==> src/rtl/majority_repeat_tx_pkg.sv <==
// rtl/majority_repeat_tx_pkg.sv - shared state encoding and defaults for the repetition-code transmitter
package majority_repeat_tx_pkg;

    typedef enum logic {
        ST_IDLE = 1'b0,
        ST_SEND = 1'b1
    } tx_state_t;

    localparam int DEF_SIZE     = 9;
    localparam int DEF_WIDTH    = 8;
    localparam int DEF_MAJORITY = (DEF_SIZE + 1) / 2;

    // A range of one still needs a one-bit counter to be a legal vector.
    function automatic int ctr_width(input int range);
        return (range > 1) ? $clog2(range) : 1;
    endfunction

endpackage

==> src/rtl/majority_repeat_ctr.sv <==
// rtl/majority_repeat_ctr.sv - rep_cnt/bit_idx counter pair with wrap and terminal-count flags
module majority_repeat_ctr
    import majority_repeat_tx_pkg::*;
#(
    parameter int SIZE  = DEF_SIZE,
    parameter int WIDTH = DEF_WIDTH
) (
    input  logic clk,
    input  logic reset,
    input  logic clear,
    input  logic advance,
    output logic rep_wrap,
    output logic frame_last,
    output logic nxt_frame_last
);

    localparam int RW = ctr_width(SIZE);
    localparam int BW = ctr_width(WIDTH);
    localparam logic [RW-1:0] REP_LAST = RW'(SIZE - 1);
    localparam logic [BW-1:0] BIT_LAST = BW'(WIDTH - 1);

    logic [RW-1:0] rep_cnt;
    logic [RW-1:0] nxt_rep;
    logic [BW-1:0] bit_idx;
    logic [BW-1:0] nxt_bit;

    // nxt_frame_last lets the top register frame_end one cycle ahead.
    always_comb begin
        rep_wrap   = (rep_cnt == REP_LAST);
        frame_last = rep_wrap && (bit_idx == BIT_LAST);
        nxt_rep    = rep_wrap ? '0 : rep_cnt + RW'(1);
        nxt_bit    = bit_idx;
        if (rep_wrap) begin
            nxt_bit = (bit_idx == BIT_LAST) ? '0 : bit_idx + BW'(1);
        end
        nxt_frame_last = (nxt_rep == REP_LAST) && (nxt_bit == BIT_LAST);
    end

    always_ff @(posedge clk or posedge reset) begin
        if (reset) begin
            rep_cnt <= '0;
            bit_idx <= '0;
        end else if (clear) begin
            rep_cnt <= '0;
            bit_idx <= '0;
        end else if (advance) begin
            rep_cnt <= nxt_rep;
            bit_idx <= nxt_bit;
        end
    end

endmodule

==> src/rtl/majority_repeat_tx.sv <==
// rtl/majority_repeat_tx.sv - serialises words MSB first, repeating each bit SIZE times
module majority_repeat_tx
    import majority_repeat_tx_pkg::*;
#(
    parameter int SIZE  = DEF_SIZE,
    parameter int WIDTH = DEF_WIDTH
) (
    input  logic             clk,
    input  logic             reset,
    input  logic [WIDTH-1:0] in_data,
    input  logic             in_valid,
    output logic             in_ready,
    output logic             ser_out,
    output logic             ser_valid,
    output logic [SIZE-1:0]  code_word,
    output logic             code_valid,
    output logic             frame_start,
    output logic             frame_end
);

    localparam logic FIRST_IS_LAST = 1'((SIZE == 1) && (WIDTH == 1));

    tx_state_t        state;
    logic [WIDTH-1:0] shreg;
    logic [WIDTH-1:0] nxt_shreg;
    logic             rep_wrap;
    logic             frame_last;
    logic             nxt_frame_last;
    logic             ctr_clear;
    logic             ctr_advance;

    assign ctr_clear   = (state == ST_IDLE) && in_valid;
    assign ctr_advance = (state == ST_SEND) && !frame_last;
    assign nxt_shreg   = rep_wrap ? (shreg << 1) : shreg;

    majority_repeat_ctr #(
        .SIZE  (SIZE),
        .WIDTH (WIDTH)
    ) u_ctr (
        .clk            (clk),
        .reset          (reset),
        .clear          (ctr_clear),
        .advance        (ctr_advance),
        .rep_wrap       (rep_wrap),
        .frame_last     (frame_last),
        .nxt_frame_last (nxt_frame_last)
    );

    // Outputs are loaded with the values for the coming cycle, so they are pure flops.
    always_ff @(posedge clk or posedge reset) begin
        if (reset) begin
            state       <= ST_IDLE;
            shreg       <= '0;
            in_ready    <= 1'b1;
            ser_out     <= 1'b0;
            ser_valid   <= 1'b0;
            code_word   <= '0;
            code_valid  <= 1'b0;
            frame_start <= 1'b0;
            frame_end   <= 1'b0;
        end else begin
            case (state)
                ST_IDLE: begin
                    if (in_valid) begin
                        state       <= ST_SEND;
                        shreg       <= in_data;
                        in_ready    <= 1'b0;
                        ser_out     <= in_data[WIDTH-1];
                        ser_valid   <= 1'b1;
                        code_word   <= {SIZE{in_data[WIDTH-1]}};
                        code_valid  <= 1'b1;
                        frame_start <= 1'b1;
                        frame_end   <= FIRST_IS_LAST;
                    end
                end
                ST_SEND: begin
                    if (frame_last) begin
                        state       <= ST_IDLE;
                        in_ready    <= 1'b1;
                        ser_out     <= 1'b0;
                        ser_valid   <= 1'b0;
                        code_word   <= '0;
                        code_valid  <= 1'b0;
                        frame_start <= 1'b0;
                        frame_end   <= 1'b0;
                    end else begin
                        shreg       <= nxt_shreg;
                        ser_out     <= nxt_shreg[WIDTH-1];
                        code_word   <= {SIZE{nxt_shreg[WIDTH-1]}};
                        code_valid  <= rep_wrap;
                        frame_start <= 1'b0;
                        frame_end   <= nxt_frame_last;
                    end
                end
                default: state <= ST_IDLE;
            endcase
        end
    end

endmodule

==> config.mk <==
export PLATFORM = sky130hd
export DESIGN_NAME = majority_repeat_tx
export DESIGN_NICKNAME = d
export VERILOG_FILES = /design/src/rtl/majority_repeat_tx_pkg.sv /design/src/rtl/majority_repeat_ctr.sv /design/src/rtl/majority_repeat_tx.sv
export SDC_FILE = /design/constraint.sdc
export NUM_CORES = 1
export LEC_CHECK = 0
export ABC_AREA = 1
export CELL_PAD_IN_SITES_DETAIL_PLACEMENT = 1
export CELL_PAD_IN_SITES_GLOBAL_PLACEMENT = 2
export CORE_UTILIZATION = 30
export CTS_BUF_LIST = sky130_fd_sc_hd__clkbuf_4 sky130_fd_sc_hd__clkbuf_8
export DETAILED_ROUTE_END_ITERATION = 8
export PLACE_DENSITY_LB_ADDON = 0.1
export REMOVE_ABC_BUFFERS = 1
export SLEW_MARGIN = 20
export SYNTH_ARGS = -nofsm -noshare
export SYNTH_HDL_FRONTEND = slang
export SYNTH_SLANG_ARGS = --single-unit
==> constraint.sdc <==
create_clock -name clk -period 2 [get_ports clk]
set_input_delay 0.4 -clock clk [delete_from_list [all_inputs] [get_ports clk]]
set_output_delay 0.4 -clock clk [all_outputs]
set_load 0.02 [all_outputs]
[Word-level counts from Yosys, hierarchy flattened]
Index checks and enable logic that the tools add are counted.
Storage, ports and cells
  flip-flop bits (word level): 31
  output and inout bits: 15
  word-level logic and storage cells: 63
Operators by class
  $add $sub $neg: 2
  eq/ne operators: 8
  multiplexer cells: 31
  bitwise gates (word level): 1
  reductions and logical operators: 9
Operators by type and width (count)
  2-to-1 mux 8 bit: 3
  2-to-1 mux 9 bit: 2
  case mux 9 bit (2 select lines): 1
  case mux 8 bit (2 select lines): 1
  case mux 1 bit (2 select lines): 7
  2-to-1 mux 3 bit: 4
  2-to-1 mux 4 bit: 3
  2-to-1 mux 1 bit: 10
  == test 4 bit (second input constant): 2
  == test 3 bit (second input constant): 2
  adder 4 x 1 -> 4 bit (second input constant): 1
  logical AND 1 bit: 4
  != test 2 x 1 -> 1 bit (second input constant): 2
  != test 2 bit (second input constant): 2
  AND reduction 2 bit: 2
  adder 3 x 1 -> 3 bit (second input constant): 1
  AND reduction 3 bit: 1
  nonzero test 2 bit: 1
  zero test 1 bit: 1
  inverter 1 bit: 1

[Longest topological paths before layout]
Gate-level depths: netlist (run 1).
  word-level depth: 7
  gate-level depth with buffers: 10
  depth with buffers taken out: 10

[By module]
A second synthesis (run 1) with hierarchy kept.
Second synthesis, totals
  cell total of the unflattened synthesis: 166
  area total of the unflattened synthesis: 1321.3 sq um
Modules (own cells, without submodules)
  majority_repeat_tx: times used 1, cells an instance 99, area an instance 822.0 sq um, seq. area each 376.6 sq um
  majority_repeat_ctr: times used 1, cells an instance 67, area an instance 499.2 sq um, seq. area each 175.2 sq um

[Worst setup path after synthesis (run 1)]
OpenSTA, ideal clock, no wires.
  path type: register to register
  start: reg u_ctr.bit_idx[0]
  end: reg shreg[0]
  setup time: 0.126 ns
  data arrival time: 1.384 ns
  data required time: 1.874 ns
  setup slack: 0.490 ns
  stages on the path, launching flop included: 7
  cell sequence: dfrtp_1 > ha_1 > ha_1 > or2_4 > o21ai_4 > buf_6 > o21ai_0
Between the ends
  word-level cells in the longest chain between the ends: 4
RTL lines
  from (decl): line majority_repeat_ctr.sv:24  | logic [BW-1:0] bit_idx;
  from (signal assigned): line majority_repeat_ctr.sv:48  | bit_idx <= nxt_bit;
  == test 3 bit: line majority_repeat_ctr.sv:30  | frame_last = rep_wrap && (bit_idx == BIT_LAST);
  logical AND 1 bit: line majority_repeat_ctr.sv:30
  != test 2 bit (no line)
  AND reduction 3 bit (no line)
  to (signal assigned): line majority_repeat_tx.sv:66  | shreg <= in_data;
  to (signal assigned): line majority_repeat_tx.sv:87  | shreg <= nxt_shreg;
  to (decl): line majority_repeat_tx.sv:24  | logic [WIDTH-1:0] shreg;
Every way passes these cells.
A chain may end at the register's enable or synchronous reset.

==> impl_metrics.yaml, run 1 <==
status:
  status: "completed"
timing:
  tightest_slew_ps: 403
  drv_slew: 0
  rsz0062_at_grt: "false"
  fin_setup_tns_ps: 0
  finClkSkew_ps: 2.34
  final.period_utilization: 0.934
  timing.hold.ws_ps: 477
  fmax_mhz: 535
  hold_viol: 0
  max_slew_margin: 0.730
  finalSetupViolCount: 0
  period_needed_ps: 1870
yosys:
  synthTopCellsByCount: "55 x nand2_1, 21 x dfrtp_1, 16 x inv_1, 11 x o21ai_0, 10 x buf_4"
  synth_edf_count: 0
  synthesis.area_um2: 1200
  synth_cells: 149
  yosysTopAreaCellShare: 0.436
  synth_area_per_cell_um2: 8.09
  synth_seq_area_share: 0.458
  synth_area_leaders: "dfrtp_1 44%, nand2_1 17%, buf_4 6.2%, inv_1 5.0%, o21ai_0 4.6%"
  ys_types: 22
  async_flop_share: 1.00
  yosys_register_bits: 22
  ys.flop_type: "dfrtp_1"
  synth_largest_area_cell: "dfrtp_1"
  synth-warning-count: 0
  yosysMostFrequentCell: "nand2_1"
worst_setup_path:
  critPathMaxStageDelay_ps: 680
  crit_family: "buffers and inverters"
  critPathCaptureType: "output pin"
  crit_slowest_cell: "clkdlybuf4s50_1"
  crit_buf_inv: 1
  worst-path-max-fanout: 11
  crit_type: "register to output pin"
  cp-start-kind: "register"
  crit_required_ps: 1600
  worst_ep_arrival_time_ps: 1470
  cp_cell_sequence: "clkdlybuf4s50_1"
final_layout:
  multiInputGateArea_um2: 494
  final_area_um2: 1490
  fin_nets: 184
  seq_area_um2: 552
  diodes: 0
  num-fill-cells: 464
  fin_util: 0.399
  area_growth_pct: 24.0
  drive_gt1_frac: 0.0893
drt:
  drtIter0Drc: 36
  ant_nets: 0
  vias: 1026
  drc_errors: 0
  dr.pass1.iters: 3
  routedWlPerCell_um: 13.7
  drt-vias-per-instance: 4.75
  routed_wl_um: 2960
global_route:
  grt_first_pass_wirelength_um: 5280
  grt_max_degree: 23
  grt-ovfl-total: 0
  grt_pass1_vias: 1118
  grt_antenna_before_repair: 0
  grt_usage: 0.162
cts:
  clock_sinks: 22
  hold_buffers: 0
  clk_path_buf_depth: 2
  post_cts_buffers: 0
  cts_tree: "built"
  path_clk_slew_ps: 80
  clk_latency_ps: 260
  cts-htree-levels: 1
  cts_root_buffer: "clkbuf_8"
  cts_resized: 0
  cts_buffers: 3
die:
  dieArea_um2: 4270
  coreArea_um2: 3740
  start_util: 0.322
  dieHeight_um: 65.4
  die_w_um: 65.4
  row_count: 22
  ios: 26
run:
  maxCapViolCount: 0
placed_design:
  gp_congestion: 0.761
  dp_hpwl_um: 2220
  port_buffers: 25
  dpl-instance-area_um2: 1440
power_and_ir_drop:
  report.power.total_w: 0.00211
  powerDensity_nw_per_um2: 1410
  ir_drop_mv: 0.575
  power_leakage_nw: 0.711
min_path:
  hold_class: "input port to async pin"
-- routing by layer --
metal  global-route usage  wire [µm]  part of all wire  vias to the layer above
met4               0.0489         37             0.013                        0
met3               0.0278        121             0.041                        5
met2                0.260       1350              0.46                       23
met5                    0          0                 0                        -
li1                     -          -                 -                      502
met1                0.222       1450              0.49                      496
-- cell type report --
cell class,count,area share
repair buffers,27,0.178
clock buffers,4,0.0369
well taps,48,0.0402
inverters,18,0.0452
flip-flops and latches,22,0.369
multi-input cells,97,0.331
-- sequential cells by signal, summed over array words and instances (netlist names) --
register	flops
code_valid	1
frame_end	1
u_ctr.bit_idx	3
frame_start	1
state	1
u_ctr.rep_cnt	4
shreg	8
in_ready	1
code_word	1
ser_valid	1
-- kinds of logic after synthesis --
group,count (synthesis),share of synthesized area
flops,22,0.458
fa+ha+maj,4,0.0415
compound gates,21,0.111
buf+inv,30,0.132
simple gates,72,0.258
-- power by group --
| part | internal (W) | total (W) | switching (W) | leakage, nW |
|---|---|---|---|---|
| clock network | 0.000176 | 0.000324 | 0.000148 | 0.0288 |
| registers | 0.000619 | 0.000765 | 0.000146 | 0.277 |
| logic | 0.000420 | 0.00102 | 0.000602 | 0.405 |
-- final timing paths --
| check | from | endpoint | slack, ps | cells past startpoint |
|---|---|---|---|---|
| setup / recovery | code_word[7] | code_word[8] | 130 | 1 |
| hold / removal | reset | shreg[0] | 480 | 3 |
| setup reg to reg | u_ctr.bit_idx[0] | shreg[5] | 270 | 5 |
| hold reg to reg | in_ready | in_ready | 490 | 2 |
| max in group asynchronous | reset | in_ready | 1240 | 3 |
| min in group clk | in_ready | in_ready | 490 | 2 |
-- layout by cell type (no fill, tap or decap) --
| cell type | count |
|---|---|
| nand2_1 | 55 |
| clkdlybuf4s50_1 | 25 |
| dfrtp_1 | 21 |
| inv_1 | 16 |
| o21ai_0 | 11 |
| nand3_1 | 7 |
| nor2_1 | 5 |
| o22ai_1 | 4 |
| ha_1 | 4 |
| clkbuf_8 | 4 |
| inv_2 | 2 |
| o21ai_2 | 2 |
| nand4_1 | 2 |
| buf_4 | 2 |
| nand3_4 | 1 |
| or2_4 | 1 |
| o21ai_4 | 1 |
| a21o_1 | 1 |
| nor2_4 | 1 |
| o21a_1 | 1 |
| a21oi_1 | 1 |
| dfstp_2 | 1 |
-- metrics by stage --
stage / cells / worst slack (ps)
floorplan: 137 / 107
global placement: 212 / 292
detailed placement: 212 / 260
CTS: 216 / 108
global route: 216 / 62.3
finish: 216 / 133
Note: power is estimated with default switching activity, not from simulation.
==> run 2, diff against run 1 <==
--- a/config.mk
+++ b/config.mk
@@ -17,3 +17,4 @@
 export SYNTH_ARGS = -nofsm -noshare
 export SYNTH_HDL_FRONTEND = slang
 export SYNTH_SLANG_ARGS = --single-unit
+export TNS_END_PERCENT = 20
==> constraint.sdc (replaced) <==
create_clock -name clk -period 2.2 [get_ports clk]
set_input_delay 0.44 -clock clk [delete_from_list [all_inputs] [get_ports clk]]
set_output_delay 0.44 -clock clk [all_outputs]
set_load 0.02 [all_outputs]
==> impl_metrics.yaml, run 2 (synthesized netlist as in run 1, its figures left out) <==
status:
  status: "completed"
timing:
  hold_viol: 0
  tightest_slew_ps: 394
  fmax_mhz: 522
  finalSetupViolCount: 0
  rsz0062_at_grt: "false"
  period_needed_ps: 1920
  fin_setup_tns_ps: 0
  layout_setup_ws_ps: 283
  finClkSkew_ps: 2.45
  drv_slew: 0
  max_slew_margin: 0.736
  final.period_utilization: 0.872
worst_setup_path:
  crit_required_ps: 1760
  critPathCaptureType: "output pin"
  worstRegToRegCells: 5
  rrSetupSlack_ps: 490
  crit_family: "buffers and inverters"
  cp_cell_sequence: "clkdlybuf4s50_1"
  worst-path-max-fanout: 11
  crit_type: "register to output pin"
  r2r_end: "shreg[5]"
  crit_buf_inv: 1
  critPathMaxStageDelay_ps: 680
  cp-start-kind: "register"
  worst_ep_arrival_time_ps: 1480
  crit_slowest_cell: "clkdlybuf4s50_1"
  r2r-start: "u_ctr.bit_idx[0]"
placed_design:
  place_ws_ps: 396
  gp_congestion: 0.748
  dp_hpwl_um: 2250
  port_buffers: 25
die:
  ios: 26
  dieHeight_um: 65.4
  coreArea_um2: 3740
  start_util: 0.322
  row_count: 22
  die_w_um: 65.4
  dieArea_um2: 4270
drt:
  routedWlPerCell_um: 14.1
  dr.pass1.iters: 4
  drc_errors: 0
  drtIter0Drc: 32
  vias: 1000
  drt-vias-per-instance: 4.65
  routed_wl_um: 3040
  ant_nets: 0
global_route:
  grt_usage: 0.173
  grt_first_pass_wirelength_um: 5490
  grt_antenna_before_repair: 0
  grt_pass1_vias: 1111
  grt_max_degree: 23
  grt-ovfl-total: 0
final_layout:
  reg.largest.list: "shreg x8, u_ctr.rep_cnt x4, u_ctr.bit_idx x3"
  largest_register_ffs: 8
  top_register: "shreg"
  diodes: 0
  drive_gt1_frac: 0.0838
  layout_commonest_cell: "nand2_1"
  area_growth_pct: 23.4
  fin_nets: 183
  final_cell_mix: "55 x nand2_1, 25 x clkdlybuf4s50_1, 21 x dfrtp_1"
power_and_ir_drop:
  power.switching_w: 0.000822
  comb_power_share: 0.481
  p_int_w: 0.00110
  ir_drop_mv: 0.559
  p_sw_frac: 0.428
  powerDensity_nw_per_um2: 1290
  power_leakage_nw: 0.707
  p_clk_frac: 0.154
  sequentialPowerShare: 0.365
cts:
  hold_buffers: 0
  cts_buffers: 3
  clock_sinks: 22
  cts_tree: "built"
  clk_latency_ps: 260
  post_cts_buffers: 0
  cts_resized: 0
  path_clk_slew_ps: 80
  clk_path_buf_depth: 2
  cts-htree-levels: 1
  cts_root_buffer: "clkbuf_8"
min_path:
  hold_class: "register to register"
  hold_depth: 2
  hold_path.startpoint: "in_ready"
  min_to: "in_ready"
run:
  maxCapViolCount: 0
-- run 2: routing by layer --
layer,GRT usage,share of wire,up-vias
li1,-,-,496
met1,0.219,0.46,478
met2,0.282,0.48,22
met3,0.0399,0.040,4
met4,0.0734,0.017,0
met5,0,0,-
-- run 2: cell type report --
type / instances / area (µm²)
Timing Repair Buffer: 26 / 258
Fill cell: 464 / 2260
Clock buffer: 4 / 55.1
Inverter: 18 / 67.6
Multi-Input combinational cell: 97 / 494
Sequential cell: 22 / 552
Tap cell: 48 / 60.1
-- run 2: worst max-delay path by stage --
stage / startpoint / endpoint / slack [ps] / cells past startpoint
floorplan: code_word[7] / code_word[0] / 270 / 0
global placement: in_valid / shreg[7] / 470 / 7
detailed placement: in_valid / code_word[7] / 400 / 7
CTS: code_word[7] / code_word[5] / 250 / 1
global route: code_word[7] / code_word[5] / 170 / 1
finish: code_word[7] / code_word[5] / 280 / 1
-- run 2: power groups by stage --
stage	clock (W)	combinational, W	sequential [W]
2_1_floorplan	0	0.000471	0.000795
3_3_place_gp	0	0.000901	0.000702
3_5_place_dp	0	0.000932	0.000714
4_1_cts	0.000307	0.000940	0.000707
5_1_grt	0.000323	0.00104	0.000731
6_report	0.000295	0.000924	0.000701
-- run 2: metrics by stage --
step | util | instances | power, W | hold WS, ps | area [µm²]
floorplan | - | 137 | 0.00127 | 428 | 1110
global placement | 0.382 | 211 | 0.00160 | 469 | 1430
detailed placement | 0.382 | 211 | 0.00165 | 469 | 1430
CTS | 0.397 | 215 | 0.00195 | 487 | 1490
global route | 0.397 | 215 | 0.00210 | 509 | 1490
finish | 0.397 | 215 | 0.00192 | 482 | 1490
==> run 3, diff against run 2 <==
--- a/config.mk
+++ b/config.mk
@@ -10,7 +10,9 @@
 export CELL_PAD_IN_SITES_GLOBAL_PLACEMENT = 2
 export CORE_UTILIZATION = 30
 export CTS_BUF_LIST = sky130_fd_sc_hd__clkbuf_4 sky130_fd_sc_hd__clkbuf_8
+export CTS_CLUSTER_SIZE = 24
 export DETAILED_ROUTE_END_ITERATION = 8
+export GPL_TIMING_DRIVEN = 0
 export PLACE_DENSITY_LB_ADDON = 0.1
 export REMOVE_ABC_BUFFERS = 1
 export SLEW_MARGIN = 20
==> impl_metrics.yaml, run 3 (synthesized netlist as in run 1, its figures left out) <==
final_layout:
  top_register: "shreg"
  largest_register_ffs: 8
  final_area_um2: 1480
  drive_gt1_frac: 0.0783
  fin_nets: 182
  layout_commonest_cell: "nand2_1"
  diodes: 0
  num-fill-cells: 469
  reg.largest.list: "shreg x8, u_ctr.rep_cnt x4, u_ctr.bit_idx x3"
  final_cell_mix: "55 x nand2_1, 25 x clkdlybuf4s50_1, 21 x dfrtp_1"
  area_growth_pct: 22.7
timing:
  hold_viol: 0
  drv_slew: 0
  finalSetupViolCount: 0
  layout_setup_ws_ps: 316
  final.period_utilization: 0.856
  fmax_mhz: 531
  period_needed_ps: 1880
  tightest_slew_ps: 862
  finClkSkew_ps: 2.40
  max_slew_margin: 0.425
  rsz0062_at_grt: "false"
  fin_setup_tns_ps: 0
drt:
  dr.pass1.iters: 3
  drtIter0Drc: 41
  routedWlPerCell_um: 12.9
  routed_wl_um: 2750
  vias: 987
  ant_nets: 0
  drc_errors: 0
  drt-vias-per-instance: 4.61
global_route:
  grt_antenna_before_repair: 0
  grt_max_degree: 23
  grt_first_pass_wirelength_um: 4910
  grt-ovfl-total: 0
  grt_usage: 0.151
  grt_pass1_vias: 1096
die:
  coreArea_um2: 3740
  dieHeight_um: 65.4
  die_w_um: 65.4
  start_util: 0.322
  ios: 26
  dieArea_um2: 4270
  row_count: 22
power_and_ir_drop:
  power_leakage_nw: 0.702
  ir_drop_mv: 0.552
  powerDensity_nw_per_um2: 1280
worst_setup_path:
  critPathCaptureType: "output pin"
  critPathMaxStageDelay_ps: 670
  worst_ep_arrival_time_ps: 1440
  cp_cell_sequence: "clkdlybuf4s50_1"
  rrSetupSlack_ps: 500
  crit_slowest_cell: "clkdlybuf4s50_1"
  crit_type: "register to output pin"
  worst-path-max-fanout: 11
  crit_buf_inv: 1
  crit_required_ps: 1760
  crit_family: "buffers and inverters"
  cp-start-kind: "register"
cts:
  clk_latency_ps: 260
  hold_buffers: 0
  cts-htree-levels: 1
  cts_resized: 0
  clk_path_buf_depth: 2
  cts_buffers: 3
  cts_tree: "built"
  path_clk_slew_ps: 80
  post_cts_buffers: 0
  clock_sinks: 22
  cts_root_buffer: "clkbuf_8"
placed_design:
  gp_congestion: 0.795
  place_ws_ps: 401
  dpl-instance-area_um2: 1420
  port_buffers: 25
  dp_hpwl_um: 2100
min_path:
  hold_class: "register to register"
status:
  status: "completed"
run:
  maxCapViolCount: 0
## run 3: cell types whose count changed in the layout (fill, tap and decap cells not counted), sizes merged
cell  previous run  this run
buf              1         0
## run 3: report_power, final
| part | internal, W | total [W] | leakage, nW | switching (W) |
|---|---|---|---|---|
| clock network | 0.000159 | 0.000291 | 0.0288 | 0.000131 |
| logic | 0.000374 | 0.000907 | 0.396 | 0.000532 |
| registers | 0.000563 | 0.000699 | 0.277 | 0.000136 |
| total | 0.00110 | 0.00190 | 0.702 | 0.000799 |
## run 3: routing by layer
layer	global-route usage	part of all wire	vias up
met4	0.0489	0.0073	0
met1	0.194	0.49	472
met2	0.254	0.46	20
li1	-	-	493
met3	0.0295	0.041	2
met5	0	0	-
## run 3: per-stage QoR
| stage | util | cells | hold WS (ps) | total power (W) |
|---|---|---|---|---|
| 2_1_floorplan | - | 137 | 428 | 0.00127 |
| 3_3_place_gp | 0.380 | 210 | 458 | 0.00159 |
| 4_1_cts | 0.395 | 214 | 479 | 0.00192 |
| 6_report | 0.395 | 214 | 474 | 0.00190 |
| 5_1_grt | 0.395 | 214 | 506 | 0.00205 |
| 3_5_place_dp | 0.380 | 210 | 464 | 0.00162 |
## run 3: cell type report
cell class	count	area [µm²]	area share
repair buffers	25	250	0.169
clock buffers	4	55.1	0.0372
well taps	48	60.1	0.0406
inverters	18	67.6	0.0457
multi-input cells	97	494	0.334
flip-flops and latches	22	552	0.373
## run 3: worst min-delay path: stages, from the launching register on
cell and delay [ps]:
dfstp_2 380, nand2_1 50, nand2_1 50
## run 3: path summary, 6_finish.rpt
path | start | to | cells past startpoint
worst max-delay path | code_word[7] | ser_out | 1
worst min-delay path | in_ready | in_ready | 2
worst max register to register | u_ctr.bit_idx[0] | shreg[5] | 5
worst min register to register | in_ready | in_ready | 2
max in group asynchronous | reset | code_valid | 2
min in group asynchronous | reset | shreg[1] | 2
